<file path="src/rtl/rfarb_pkg.sv">
// rfarb_pkg: shared types and defaults for the register-file arbiter.
package rfarb_pkg;

   typedef enum logic [1:0] {
      IDLE    = 2'd0,
      ISSUE   = 2'd1,
      CAPTURE = 2'd2
   } rfarb_state_t;

   localparam int unsigned RFARB_AW_DEF   = 4;
   localparam int unsigned RFARB_DW_DEF   = 4;
   localparam int unsigned RFARB_NREQ_DEF = 2;

   // Width of an encoded requester index (at least one bit).
   function automatic int unsigned rfarb_idx_w(input int unsigned n);
      return (n > 1) ? $clog2(n) : 1;
   endfunction

endpackage

</file>
<file path="src/rtl/regfile_arbiter_if.sv">
// regfile_arbiter_if: requester-side request/response bus of the arbiter.
interface regfile_arbiter_if
   import rfarb_pkg::*;
#(
   parameter int unsigned NREQ = RFARB_NREQ_DEF,
   parameter int unsigned AW   = RFARB_AW_DEF,
   parameter int unsigned DW   = RFARB_DW_DEF
);

   logic [NREQ-1:0]    req_valid;
   logic [NREQ-1:0]    req_we;
   logic [NREQ*AW-1:0] req_addr1;
   logic [NREQ*AW-1:0] req_addr2;
   logic [NREQ*DW-1:0] req_wdata;
   logic [NREQ-1:0]    req_ready;
   logic [NREQ-1:0]    rsp_valid;
   logic [DW-1:0]      rsp_data1;
   logic [DW-1:0]      rsp_data2;

   // Requester side.
   modport master (
      output req_valid, req_we, req_addr1, req_addr2, req_wdata,
      input  req_ready, rsp_valid, rsp_data1, rsp_data2
   );

   // Arbiter side.
   modport slave (
      input  req_valid, req_we, req_addr1, req_addr2, req_wdata,
      output req_ready, rsp_valid, rsp_data1, rsp_data2
   );

endinterface

</file>
<file path="src/rtl/rr_picker.sv">
// rr_picker: combinational round-robin pick starting after 'last'.
module rr_picker
   import rfarb_pkg::*;
#(
   parameter int unsigned NREQ = RFARB_NREQ_DEF
) (
   input  logic [NREQ-1:0]                  req,
   input  logic [rfarb_idx_w(NREQ)-1:0]     last,
   input  logic [NREQ-1:0]                  mask,
   output logic [NREQ-1:0]                  grant,
   output logic [rfarb_idx_w(NREQ)-1:0]     idx,
   output logic                             any
);

   localparam int unsigned IW = rfarb_idx_w(NREQ);

   logic [NREQ-1:0] eligible;
   logic [IW:0]     sum;
   logic [IW-1:0]   cand;

   assign eligible = req & mask;

   // Walk last+1, last+2, ... modulo NREQ and take the first eligible one.
   always_comb begin
      grant = '0;
      idx   = '0;
      any   = 1'b0;
      sum   = '0;
      cand  = '0;
      for (int k = 1; k <= int'(NREQ); k++) begin
         sum = {1'b0, last} + (IW+1)'(k);
         if (sum >= (IW+1)'(NREQ)) begin
            sum = sum - (IW+1)'(NREQ);
         end
         cand = IW'(sum);
         if (!any && eligible[cand]) begin
            any         = 1'b1;
            idx         = cand;
            grant[cand] = 1'b1;
         end
      end
   end

endmodule

</file>
<file path="src/rtl/regfile_arbiter.sv">
// regfile_arbiter: round-robin sharing of one 2R/1W register file among
// NREQ requesters. Define RFARB_WR_PRIO_EN to let writes win over reads.
module regfile_arbiter
   import rfarb_pkg::*;
#(
   parameter int unsigned NREQ = RFARB_NREQ_DEF,
   parameter int unsigned AW   = RFARB_AW_DEF,
   parameter int unsigned DW   = RFARB_DW_DEF
) (
   input  logic                clk,
   input  logic                rst_n,
   regfile_arbiter_if.slave    bus,
   output logic [AW-1:0]       rf_rr1,
   output logic [AW-1:0]       rf_rr2,
   output logic [AW-1:0]       rf_wr,
   output logic [DW-1:0]       rf_wdata,
   output logic                rf_wenable,
   input  logic [DW-1:0]       rf_out1,
   input  logic [DW-1:0]       rf_out2
);

   localparam int unsigned IW = rfarb_idx_w(NREQ);

   rfarb_state_t    state;
   logic [IW-1:0]   last;
   logic [NREQ-1:0] gnt_oh;
   logic            is_wr;

   logic [NREQ-1:0] pl_grant;
   logic [IW-1:0]   pl_idx;
   logic            pl_any;
   logic [NREQ-1:0] pk_grant;
   logic [IW-1:0]   pk_idx;
   logic            pk_any;

   // Plain round-robin pass over all valid requests.
   rr_picker #(.NREQ(NREQ)) u_pick_plain (
      .req   (bus.req_valid),
      .last  (last),
      .mask  ({NREQ{1'b1}}),
      .grant (pl_grant),
      .idx   (pl_idx),
      .any   (pl_any)
   );

`ifdef RFARB_WR_PRIO_EN
   logic [NREQ-1:0] wr_grant;
   logic [IW-1:0]   wr_idx;
   logic            wr_any;

   // Write-only pass; a hit here overrides the plain pass.
   rr_picker #(.NREQ(NREQ)) u_pick_wr (
      .req   (bus.req_valid),
      .last  (last),
      .mask  (bus.req_we),
      .grant (wr_grant),
      .idx   (wr_idx),
      .any   (wr_any)
   );

   assign pk_grant = wr_any ? wr_grant : pl_grant;
   assign pk_idx   = wr_any ? wr_idx   : pl_idx;
   assign pk_any   = pl_any;
`else
   assign pk_grant = pl_grant;
   assign pk_idx   = pl_idx;
   assign pk_any   = pl_any;
`endif

   // Grant is offered only while idle; valid & ready completes the handshake.
   assign bus.req_ready = (state == IDLE) ? pk_grant : '0;

   // Transaction FSM with registered register-file and response outputs.
   always_ff @(posedge clk) begin
      if (!rst_n) begin
         state         <= IDLE;
         last          <= IW'(NREQ - 1);
         gnt_oh        <= '0;
         is_wr         <= 1'b0;
         rf_rr1        <= '0;
         rf_rr2        <= '0;
         rf_wr         <= '0;
         rf_wdata      <= '0;
         rf_wenable    <= 1'b0;
         bus.rsp_valid <= '0;
         bus.rsp_data1 <= '0;
         bus.rsp_data2 <= '0;
      end else begin
         bus.rsp_valid <= '0;
         unique case (state)
            IDLE: begin
               if (pk_any) begin
                  last   <= pk_idx;
                  gnt_oh <= pk_grant;
                  is_wr  <= bus.req_we[pk_idx];
                  if (bus.req_we[pk_idx]) begin
                     rf_wenable <= 1'b1;
                     rf_wr      <= bus.req_addr1[pk_idx*AW +: AW];
                     rf_wdata   <= bus.req_wdata[pk_idx*DW +: DW];
                  end else begin
                     rf_rr1 <= bus.req_addr1[pk_idx*AW +: AW];
                     rf_rr2 <= bus.req_addr2[pk_idx*AW +: AW];
                  end
                  state <= ISSUE;
               end
            end
            ISSUE: begin
               rf_wenable <= 1'b0;
               state      <= is_wr ? IDLE : CAPTURE;
            end
            CAPTURE: begin
               bus.rsp_data1 <= rf_out1;
               bus.rsp_data2 <= rf_out2;
               bus.rsp_valid <= gnt_oh;
               state         <= IDLE;
            end
            default: state <= IDLE;
         endcase
      end
   end

endmodule

</file>
<file path="src/flat_wrapper.sv">
// flat-port wrapper written by rule: the top's interface ports become plain ports
module regfile_arbiter_flat import rfarb_pkg::*;
#(
   parameter int unsigned NREQ = RFARB_NREQ_DEF,
   parameter int unsigned AW   = RFARB_AW_DEF,
   parameter int unsigned DW   = RFARB_DW_DEF
)
  (clk, rst_n, rf_rr1, rf_rr2, rf_wr, rf_wdata, rf_wenable, rf_out1, rf_out2, bus_req_valid, bus_req_we, bus_req_addr1, bus_req_addr2, bus_req_wdata, bus_req_ready, bus_rsp_valid, bus_rsp_data1, bus_rsp_data2);
  regfile_arbiter_if #(.NREQ(NREQ), .AW(AW), .DW(DW)) bus_i ();
  input  logic clk;
  input  logic rst_n;
  output logic [AW-1:0] rf_rr1;
  output logic [AW-1:0] rf_rr2;
  output logic [AW-1:0] rf_wr;
  output logic [DW-1:0] rf_wdata;
  output logic rf_wenable;
  input  logic [DW-1:0] rf_out1;
  input  logic [DW-1:0] rf_out2;
  input wire logic [$bits(bus_i.req_valid)-1:0] bus_req_valid;
  input wire logic [$bits(bus_i.req_we)-1:0] bus_req_we;
  input wire logic [$bits(bus_i.req_addr1)-1:0] bus_req_addr1;
  input wire logic [$bits(bus_i.req_addr2)-1:0] bus_req_addr2;
  input wire logic [$bits(bus_i.req_wdata)-1:0] bus_req_wdata;
  output wire logic [$bits(bus_i.req_ready)-1:0] bus_req_ready;
  output wire logic [$bits(bus_i.rsp_valid)-1:0] bus_rsp_valid;
  output wire logic [$bits(bus_i.rsp_data1)-1:0] bus_rsp_data1;
  output wire logic [$bits(bus_i.rsp_data2)-1:0] bus_rsp_data2;
  assign bus_i.req_valid = bus_req_valid;
  assign bus_i.req_we = bus_req_we;
  assign bus_i.req_addr1 = bus_req_addr1;
  assign bus_i.req_addr2 = bus_req_addr2;
  assign bus_i.req_wdata = bus_req_wdata;
  assign bus_req_ready = bus_i.req_ready;
  assign bus_rsp_valid = bus_i.rsp_valid;
  assign bus_rsp_data1 = bus_i.rsp_data1;
  assign bus_rsp_data2 = bus_i.rsp_data2;
  regfile_arbiter #(.NREQ(NREQ), .AW(AW), .DW(DW)) u_core (.clk(clk), .rst_n(rst_n), .bus(bus_i), .rf_rr1(rf_rr1), .rf_rr2(rf_rr2), .rf_wr(rf_wr), .rf_wdata(rf_wdata), .rf_wenable(rf_wenable), .rf_out1(rf_out1), .rf_out2(rf_out2));
endmodule
</file>
<file path="config.mk">
export PLATFORM = sky130hd
export DESIGN_NAME = regfile_arbiter_flat
export DESIGN_NICKNAME = d
export VERILOG_FILES = /design/src/rtl/rfarb_pkg.sv /design/src/rtl/regfile_arbiter_if.sv /design/src/rtl/rr_picker.sv /design/src/rtl/regfile_arbiter.sv /design/src/flat_wrapper.sv
export SDC_FILE = /design/constraint.sdc
export NUM_CORES = 1
export LEC_CHECK = 0
export ABC_CLOCK_PERIOD_IN_PS = 2300
export CAP_MARGIN = 20
export CELL_PAD_IN_SITES_DETAIL_PLACEMENT = 2
export CELL_PAD_IN_SITES_GLOBAL_PLACEMENT = 2
export CORE_MARGIN = 1
export CORE_UTILIZATION = 23
export DETAILED_ROUTE_END_ITERATION = 8
export PLACE_DENSITY_LB_ADDON = 0.1
export SLEW_MARGIN = 30
export SYNTH_ARGS = -nofsm -noshare
export SYNTH_HDL_FRONTEND = slang
export SYNTH_SLANG_ARGS = --single-unit
</file>
<file path="constraint.sdc">
create_clock -name clk -period 2.3 [get_ports clk]
set_clock_uncertainty 0.15 [all_clocks]
set_input_delay 0.345 -clock clk [delete_from_list [all_inputs] [get_ports clk]]
set_output_delay 0.345 -clock clk [all_outputs]
set_load 0.02 [all_outputs]
</file>
## After elaboration in Yosys (flattened, before gate mapping)

Index checks and enable logic that the tools add are counted.
W data, S select, Z words.

- Flip-flop bits (word level): 33
- Input port bits: 38
- Output and inout port bits: 29
- Word-level logic and storage cells: 68

- Add/sub/neg operators: 4
- $lt $le $gt $ge: 7
- Equal/unequal tests: 4
- Shifts and indexed selects: 3
- Muxes and demuxes: 25
- Bitwise gates (word level): 2
- Reduce and logical (&&, ||, !) cells: 11

Operator list:

| cell | count |
|---|---|
| $shiftx A8 B4 Y4 | 3 |
| $mux W1 | 16 |
| $mux W2 | 5 |
| $reduce_and A3 Y1 | 3 |
| $lt A1 B2 Y1 const B | 3 |
| $ge A2 B2 Y1 const B | 2 |
| $pmux W2 S2 | 1 |
| $reduce_and A2 Y1 | 2 |
| $logic_and A1 B1 Y1 | 3 |
| $add A1 B1 Y2 const B | 1 |
| $add A1 B2 Y2 const B | 1 |
| $demux W1 S1 | 2 |
| $eq A2 B1 Y1 const B | 1 |
| $eq A2 B2 Y1 const B | 1 |
| $ge A1 B1 Y1 const B | 2 |
| $logic_not A2 Y1 | 1 |
| $ne A2 B1 Y1 const B | 1 |
| $ne A2 B2 Y1 const B | 1 |
| $or A2 B2 Y2 | 1 |
| $pmux W1 S2 | 1 |
| $reduce_bool A2 Y1 | 1 |
| $sub A1 B1 Y1 const B | 2 |
| $logic_not A1 Y1 | 1 |
| $not A1 Y1 | 1 |

## Logic depth before layout (Yosys ltp)

Gate-level depths: netlist (run 1).

- Depth after elaboration: 14
- Depth in mapped cells: 6
- Mapped depth without buffers: 4

## Cells and area by module

A second synthesis (run 1) with hierarchy kept.

- Cells, all modules: 150
- Area total of the unflattened synthesis: 1,435.1 um^2

Modules (own cells, without submodules):

| module | times used | cells an instance | area an instance (um^2) |
|---|---|---|---|
| regfile_arbiter | 1 | 144 | 1,401.3 |
| rr_picker | 1 | 6 | 33.8 |

## Least setup slack after synthesis (run 1)

No wires, ideal clock.

- Path kind: input-to-reg
- Start: input port bus_req_valid[0]
- End: register u_core.rf_rr1[0]
- Library setup time: 0.059 ns
- Data arrival time: 1.629 ns
- Required time: 2.091 ns
- Slack: 0.462 ns
- Stages on the path: 6
- Cells stage by stage: buf_2 -> a21boi_4 -> mux2i_2 -> and2_1 -> buf_2 -> o211a_1

- Longest elaborated chain between the ends: 10
- Elaborated cells between the ends (all ways): 15

Ends and longest elaborated chain:

| element | RTL line | text |
|---|---|---|
| from (decl) | flat_wrapper.sv:19 | `input wire logic [$bits(bus_i.req_valid)-1:0] bus_req_valid;` |
| $mux W1 (not written as such) (2 in a row) | rr_picker.sv:36 | `if (!any && eligible[cand]) begin` |
| $mux W1 | rr_picker.sv:36 |  |
| $logic_not A1 Y1 | rr_picker.sv:36 |  |
| $logic_and A1 B1 Y1 | rr_picker.sv:36 |  |
| $mux W1 | rr_picker.sv:36 |  |
| $mux W1 (not written as such) (2 in a row) | regfile_arbiter.sv:96 | `if (bus.req_we[pk_idx]) begin` |
| $not A1 Y1 (no source line) | - |  |
| $reduce_and A3 Y1 (no source line) | - |  |
| to (signal assigned) | regfile_arbiter.sv:101 | `rf_rr1 <= bus.req_addr1[pk_idx*AW +: AW];` |
| to (decl) | regfile_arbiter.sv:13 | `output logic [AW-1:0] rf_rr1,` |

Several ways; a longest one is shown, not always the timed one. The select of a mux whose other input is x is not followed.
A chain may end at the register's enable or synchronous reset.

## Worst setup path in the final report (run 1)

- Start: input port bus_req_valid[0]
- End: output port bus_req_ready[0]

- Longest elaborated chain between the ends: 7
- Elaborated cells between the ends (all ways): 11

Ends and longest elaborated chain:

| element | RTL line | text |
|---|---|---|
| $mux W1 (not written as such) (2 in a row) | rr_picker.sv:36 |  |
| $mux W1 | rr_picker.sv:36 |  |
| $logic_not A1 Y1 | rr_picker.sv:36 |  |
| $logic_and A1 B1 Y1 | rr_picker.sv:36 |  |
| $mux W2 (*) | rr_picker.sv:36 |  |
| $mux W2 (*) | regfile_arbiter.sv:71 | `assign bus.req_ready = (state == IDLE) ? pk_grant : '0;` |
| to (decl) | flat_wrapper.sv:24 | `output wire logic [$bits(bus_i.req_ready)-1:0] bus_req_ready;` |

Mark *: on every way between the ends. The rest lies on a longest branch, timed or not. The select of a mux whose other input is x is not followed.

==> summary.md, run 1 <==
| Metric | Value |
|---|---|
| Run status | finished, final reports clean |
| First-pass GRT wire length | 7770 um |
| Gr ovfl total | 0 |
| Longest Clk Path Bufs | 2 |
| Most common cell after layout, fill and taps aside | clkdlybuf4s50_1 |
| Post-layout min period | 2.21 ns |
| Pin count of the biggest net entering global routing | 34 |
| Setup violations, final | 0 |
| Crit path to | bus_req_ready[0] |
| FF-to-FF End | u_core.rf_rr1[1]$_SDFFE_PN0P_ |
| Power share of the combinational group | 0.246 |
| Design area | 2370 um^2 |
| Ratio of final minimum period to clock period | 0.961 |
| CTS Buf Count | 5 |
| Number of global-route vias before repair | 1,519 |
| Row cnt | 28 |
| 1st-iter DRT viols | 27 |
| Via density | 4.72 |
| Drt drc | 0 |
| Area delta synth->final | 63.5% |
| RSZ-0062 raised after global routing | false |
| Total of max-cap violations | 0 |
| Crit Path Category | in -> out |
| R2R cell count | 5 |
| Clk sink count | 33 |
| Max Clock Freq | 453 MHz |
| Mapped Area | 1450 um^2 |
| VDD IR max | 0.273 mV |
| Final setup TNS | 0 ns |
| Reg2Reg Setup Slack | 0.50 ns |
| IO buf count | 66 |
| Setup Buffers After CTS | 0 |
| Pre-CTS setup slack | -0.0593 ns |
| Crit end category | output port |
| Total Power | 1.62 mW |
| Filler cell count | 674 |
| N_diodes | 0 |
| DR vias | 1,436 |
| Placed Cells | 296 |
| R2R Path Start | u_core.last$_SDFFE_PN1P_ |
| I/O pins | 67 |
| Pwr dens | 682 nW/um^2 |
| Flop pwr share | 0.402 |
| Share of cells above drive strength 1 | 0.131 |
| Slew HR | 0.559 |
| Required @ worst endpoint | 1.80 ns |
| Syn Inst Count | 153 |
| Die Y | 81.4 um |
| Die Wd | 81.4 um |
| Post-route ant nets | 0 |
| Fin util | 0.395 |
| Arrival @ worst endpoint | 1.71 ns |
| Initial Util | 0.242 |
| Clock network power share | 0.352 |
| Final hold slack | 0.286 ns |
| Total die area | 6620 um^2 |
| DP HPWL | 3630 um |
| Lkg Pwr | 0.979 nW |
| CTS root buffer | clkbuf_8 |
| WL/cell | 15.9 um |
| Synth warnings | 0 |
| Most frequent cells in the layout | 65 x clkdlybuf4s50_1, 33 x dfxtp_1, 20 x nand2_1 |
| Mean post-synth cell area | 9.47 um^2 |
| FF+latch count, synth | 33 |
| Gpl congestion | 0.720 |
| Cell Count, Final, Fillers Out | 304 |
| Switch share | 0.268 |
| Slew @ Worst Pin | 0.660 ns |
| Initial antenna violation count | 0 |
| CTS tree | done |
| Distinct cells, synth | 28 |
| Worst-path clk slew | 0.06 ns |
| P_sw | 0.432 mW |
| Crit path launch type | input pin |
| Post-CTS Hold Buffers | 0 |
| Hold WC Path Type | reg -> reg |
| Final WS setup | 0.0908 ns |
| H-tree depth | 2 |
| Fin nets | 266 |
| Worst-path fanout max | 3 |
| Max Slew Vio Count | 0 |
| Sequential-to-total area share from yosys stat | 0.456 |
| Post-Place Cell Area | 2250 um^2 |
| Routed wire length | 4840 um |
| Syn_nets | 191 |
| Placeable Area | 5990 um^2 |
| Worst-Skew Late Latency | 0.28 ns |
| Hold Vio Cnt, Final | 0 |
| Setup crit start | bus_req_valid[0] |
| GRT Overall Usage | 0.159 |
| Power Internal | 1.18 mW |
| DR pass1 iterations | 4 |
[metal layers]
metal,track usage,part of all wire,up-vias
li1,-,-,698
met1,0.193,0.43,695
met2,0.274,0.51,36
met3,0.0326,0.043,7
met4,0.0589,0.0097,0
met5,0,0,-
[cell families after synthesis]
family | share of synthesized area
AOI/OAI and AO/OA | 0.244
buffers and inverters | 0.0527
muxes | 0.0648
and+or+nand+nor | 0.182
DFF | 0.456
[how the worst min path moves through the flow]
stage                                    from  cells past startpoint                      endpoint
floorplan           u_core.is_wr$_SDFFE_PN0P_                      1  u_core.state[1]$_SDFFE_PN0P_
global placement    u_core.is_wr$_SDFFE_PN0P_                      1  u_core.state[1]$_SDFFE_PN0P_
detailed placement  u_core.is_wr$_SDFFE_PN0P_                      1  u_core.state[1]$_SDFFE_PN0P_
CTS                 u_core.is_wr$_SDFFE_PN0P_                      1  u_core.state[1]$_SDFFE_PN0P_
global route        u_core.is_wr$_SDFFE_PN0P_                      1  u_core.state[1]$_SDFFE_PN0P_
finish              u_core.is_wr$_SDFFE_PN0P_                      1  u_core.state[1]$_SDFFE_PN0P_
[power by group through the flow]
stage | clock (mW) | combinational [mW] | sequential (mW)
floorplan | 0 | 0.147 | 0.702
detailed placement | 0 | 0.401 | 0.662
finish | 0.569 | 0.397 | 0.649
global route | 0.610 | 0.429 | 0.655
CTS | 0.586 | 0.403 | 0.650
global placement | 0 | 0.389 | 0.659
[layout make-up]
type,instances,area [um^2],share of cell area
multi-input cells,101,714,0.302
repair buffers,78,749,0.316
inverters,9,33.8,0.0143
clock inverters,1,30.0,0.0127
clock buffers,7,86.3,0.0365
well taps,75,93.8,0.0396
flip-flops and latches,33,661,0.279
[cell usage after synthesis, drive strengths merged]
| library cell | n | share of area |
|---|---|---|
| dfxtp | 33 | 0.46 |
| nand2 | 20 | 0.052 |
| a21boi | 9 | 0.054 |
| inv | 9 | 0.023 |
| mux2i | 9 | 0.065 |
| o221a | 9 | 0.070 |
| a31oi | 8 | 0.035 |
| nand3 | 8 | 0.028 |
| nor3b | 8 | 0.041 |
| o211a | 8 | 0.055 |
| clkbuf | 6 | 0.016 |
| buf | 4 | 0.014 |
| nor2 | 4 | 0.012 |
| and2 | 3 | 0.013 |
| and3 | 3 | 0.013 |
| nor2b | 3 | 0.013 |
| a21oi | 2 | 0.0069 |
| o21ai | 2 | 0.0069 |
| a32oi | 1 | 0.0060 |
| nand2b | 1 | 0.0043 |
| nor4b | 1 | 0.0060 |
| o211ai | 1 | 0.0052 |
| o21a | 1 | 0.0052 |
[timing repair]
action                                  in CTS  in global routing
endpoints found under the setup margin       1                  1
hold endpoints to repair                     0                  0
resized for setup                            1                  1
[state kept, by name, summed over array words and instances, names as in the netlist]
name and flops:
u_core.bus.rsp_data1 4, u_core.bus.rsp_data2 4, u_core.bus.rsp_valid 2, u_core.gnt_oh 2
u_core.is_wr 1, u_core.last 1, u_core.rf_rr1 4, u_core.rf_rr2 4
u_core.rf_wdata 4, u_core.rf_wenable 1, u_core.rf_wr 4, u_core.state 2
[worst max-delay path, stage by stage]
cell and delay [ns]:
clkdlybuf4s50_1 0.54, and3_1 0.21, clkdlybuf4s50_1 0.61
(Power assumes the default switching activity.)
==> run 2, diff against run 1 <==
- GPL_ROUTABILITY_DRIVEN: unset -> 0
==> results of run 2 <==
Final layout, timing and power as in run 1 (identical DEF).
==> RTL change (flow settings as in run 1) <==
Set the package constant `RFARB_NREQ_DEF` to 1 (it was 2).
--- a/src/rtl/rfarb_pkg.sv
+++ b/src/rtl/rfarb_pkg.sv
@@ -9,7 +9,7 @@
 
    localparam int unsigned RFARB_AW_DEF   = 4;
    localparam int unsigned RFARB_DW_DEF   = 4;
-   localparam int unsigned RFARB_NREQ_DEF = 2;
+   localparam int unsigned RFARB_NREQ_DEF = 1;
 
    // Width of an encoded requester index (at least one bit).
    function automatic int unsigned rfarb_idx_w(input int unsigned n);
Ports: changed (7 resized); port bits go from 67 to 51. No check against the original RTL was run, so the function may have changed too.
==> RTL change against run 1 <==
  * Worst setup slack improved by 0.064 ns
  * Final area decreased by 23%
  * Sequential cell count decreased by 2
  * Worst hold slack got worse by 0.016 ns
  * Routed wire length fell by 30%
  * Highest routed layer unchanged
  * Area after synthesis shrank 21%
Power is not compared: it rests on default switching activity, and its combinational part moved more than twofold at a synthesized area within 25%.
==> RTL change: results (changes against run 1) <==
| Metric | Value |
|---|---|
| Status | finished, final reports clean |
| GRT met3 Usage | 4.70% (+1.4 points) |
| Warnings, synthesis | 0 (unchanged) |
| Initial antenna violation count | 0 (unchanged) |
| Reg2Reg Depth | 3 (-2) |
| Synth Area per Inst | 8.75 µm² (-7.6%) |
| Synth area leaders | dfxtp_1 54%, nand2_1 11%, nand3_1 6.6% |
| Avg Vias per Cell | 4.40 (-6.8%) |
| Pleak | 0.631 nW |
| Clock-pin slew on the worst setup and hold paths | 0.06 ns (about the same) |
| Cells after DPL | 246 (-17%) |
| Most instantiated cells after synthesis | 33 x nand2_1, 31 x dfxtp_1, 15 x nand3_1, 15 x o21ai_0, 8 x a21oi_1 |
| Synth Net Count | 155 (-19%) |
| Worst setup path start | bus_req_valid |
| DRT iter0 DRCs | 28 (+3.7%) |
| Layout cells sized above 1 | 9.68% (-3.4 points) |
| Dpl cell area | 0.00173 mm² (-23%) |
| Pre-CTS setup slack | -0.133 ns (-0.0732 ns) |
| IO Port Bufs | 50 (-24%) |
| Critical path's top delay family | buffers and inverters |
| Final net count | 210 (-21%) |
| Max Clk Rate | 466 MHz (+3.0%) |
| HP Start | u_core.is_wr$_SDFFE_PN0P_ |
| HPWL after DPL | 2.47 mm (-32%) |
| Drt pass-1 iters | 4 (unchanged) |
| RePlAce Congestion | 0.688 (-4.4%) |
| R2R Setup Slk | 0.71 ns (+0.21 ns) |
| Critical path's largest stage delay | 0.48 ns (-0.13 ns) |
| Yosys cell types | 26 (-7.1%) |
| CP Data Arrival Time | 1.65 ns (-0.06 ns) |
| Final WL | 3.39 mm (-30%) |
| M2 GR Usage | 25.1% (-2.3 points) |
| Sequential share of the synthesized area | 54.1% (+8.6 points) |
| Worst Path Max Fanout | 5 (+2) |
| Worst r2r src | u_core.state[1]$_SDFFE_PN0P_ |
| GRT Total Usage | 14.1% (-1.8 points) |
| Hold Path Depth | 1 (unchanged) |
| Final std cells w/o fill | 253 (-17%) |
| Global-route wire length before repair | 5.40 mm (-30%) |
| M1 GR Usage | 14.8% (-4.5 points) |
| Multi-input logic area | 472 µm² (-34%) |
| Largest net degree at the start of global routing | 21 (-38%) |
| Worst Max-Slew Pin Slew | 0.624 ns (-0.0364 ns) |
| Fillers | 542 (-20%) |
| Number of global-route vias before repair | 1132 (-25%) |
[RTL change: stage by stage]
step           power (W)  setup TNS (ns)  hold WS [ns]
3_5_place_dp    0.000768          -0.133         0.264
4_1_cts          0.00121               0         0.279
3_3_place_gp    0.000761         -0.0739         0.266
5_1_grt          0.00124               0         0.316
2_1_floorplan   0.000664               0         0.243
6_report         0.00118               0         0.270
[RTL change: worst paths after layout]
kind                                                to
hold / removal            u_core.state[1]$_SDFFE_PN0P_
setup reg to reg  u_core.bus.rsp_data2[1]$_SDFFE_PN0N_
hold reg to reg           u_core.state[1]$_SDFFE_PN0P_
setup / recovery                         bus_req_ready
[RTL change: per-layer routing]
metal	routed length, µm	up-vias
met4	63	0
met5	0	-
met2	1730	35
li1	-	548
met1	1380	524
met3	219	7
[RTL change: timing repair]
item                                    CTS  global route
resized for setup                         1             0
endpoints found under the setup margin    1             0
endpoints found under the hold margin     0             0
[RTL change: power groups by stage]
stage | clock (W) | sequential (W) | combinational, W
floorplan | 0 | 0.000609 | 0.0000555
global placement | 0 | 0.000587 | 0.000175
CTS | 0.000451 | 0.000577 | 0.000180
detailed placement | 0 | 0.000588 | 0.000180
global route | 0.000471 | 0.000579 | 0.000191
finish | 0.000430 | 0.000576 | 0.000176
[RTL change: kinds of logic after synthesis]
| group | count (synthesis) | share of synthesized area (%) |
|---|---|---|
| AND/OR/NAND/NOR | 61 | 26.7 |
| flip-flops | 31 | 54.1 |
| AO/OA/AOI/OAI | 29 | 13.9 |
| buffers and inverters | 10 | 5.24 |
[RTL change: area by class of cell]
type | instances | share of cell area (%)
Multi-Input combinational cell | 90 | 26.0
Inverter | 2 | 0.414
Tap cell | 67 | 4.62
Timing Repair Buffer | 56 | 30.0
Clock buffer | 6 | 4.55
Clock inverter | 1 | 0.276
Sequential cell | 31 | 34.2
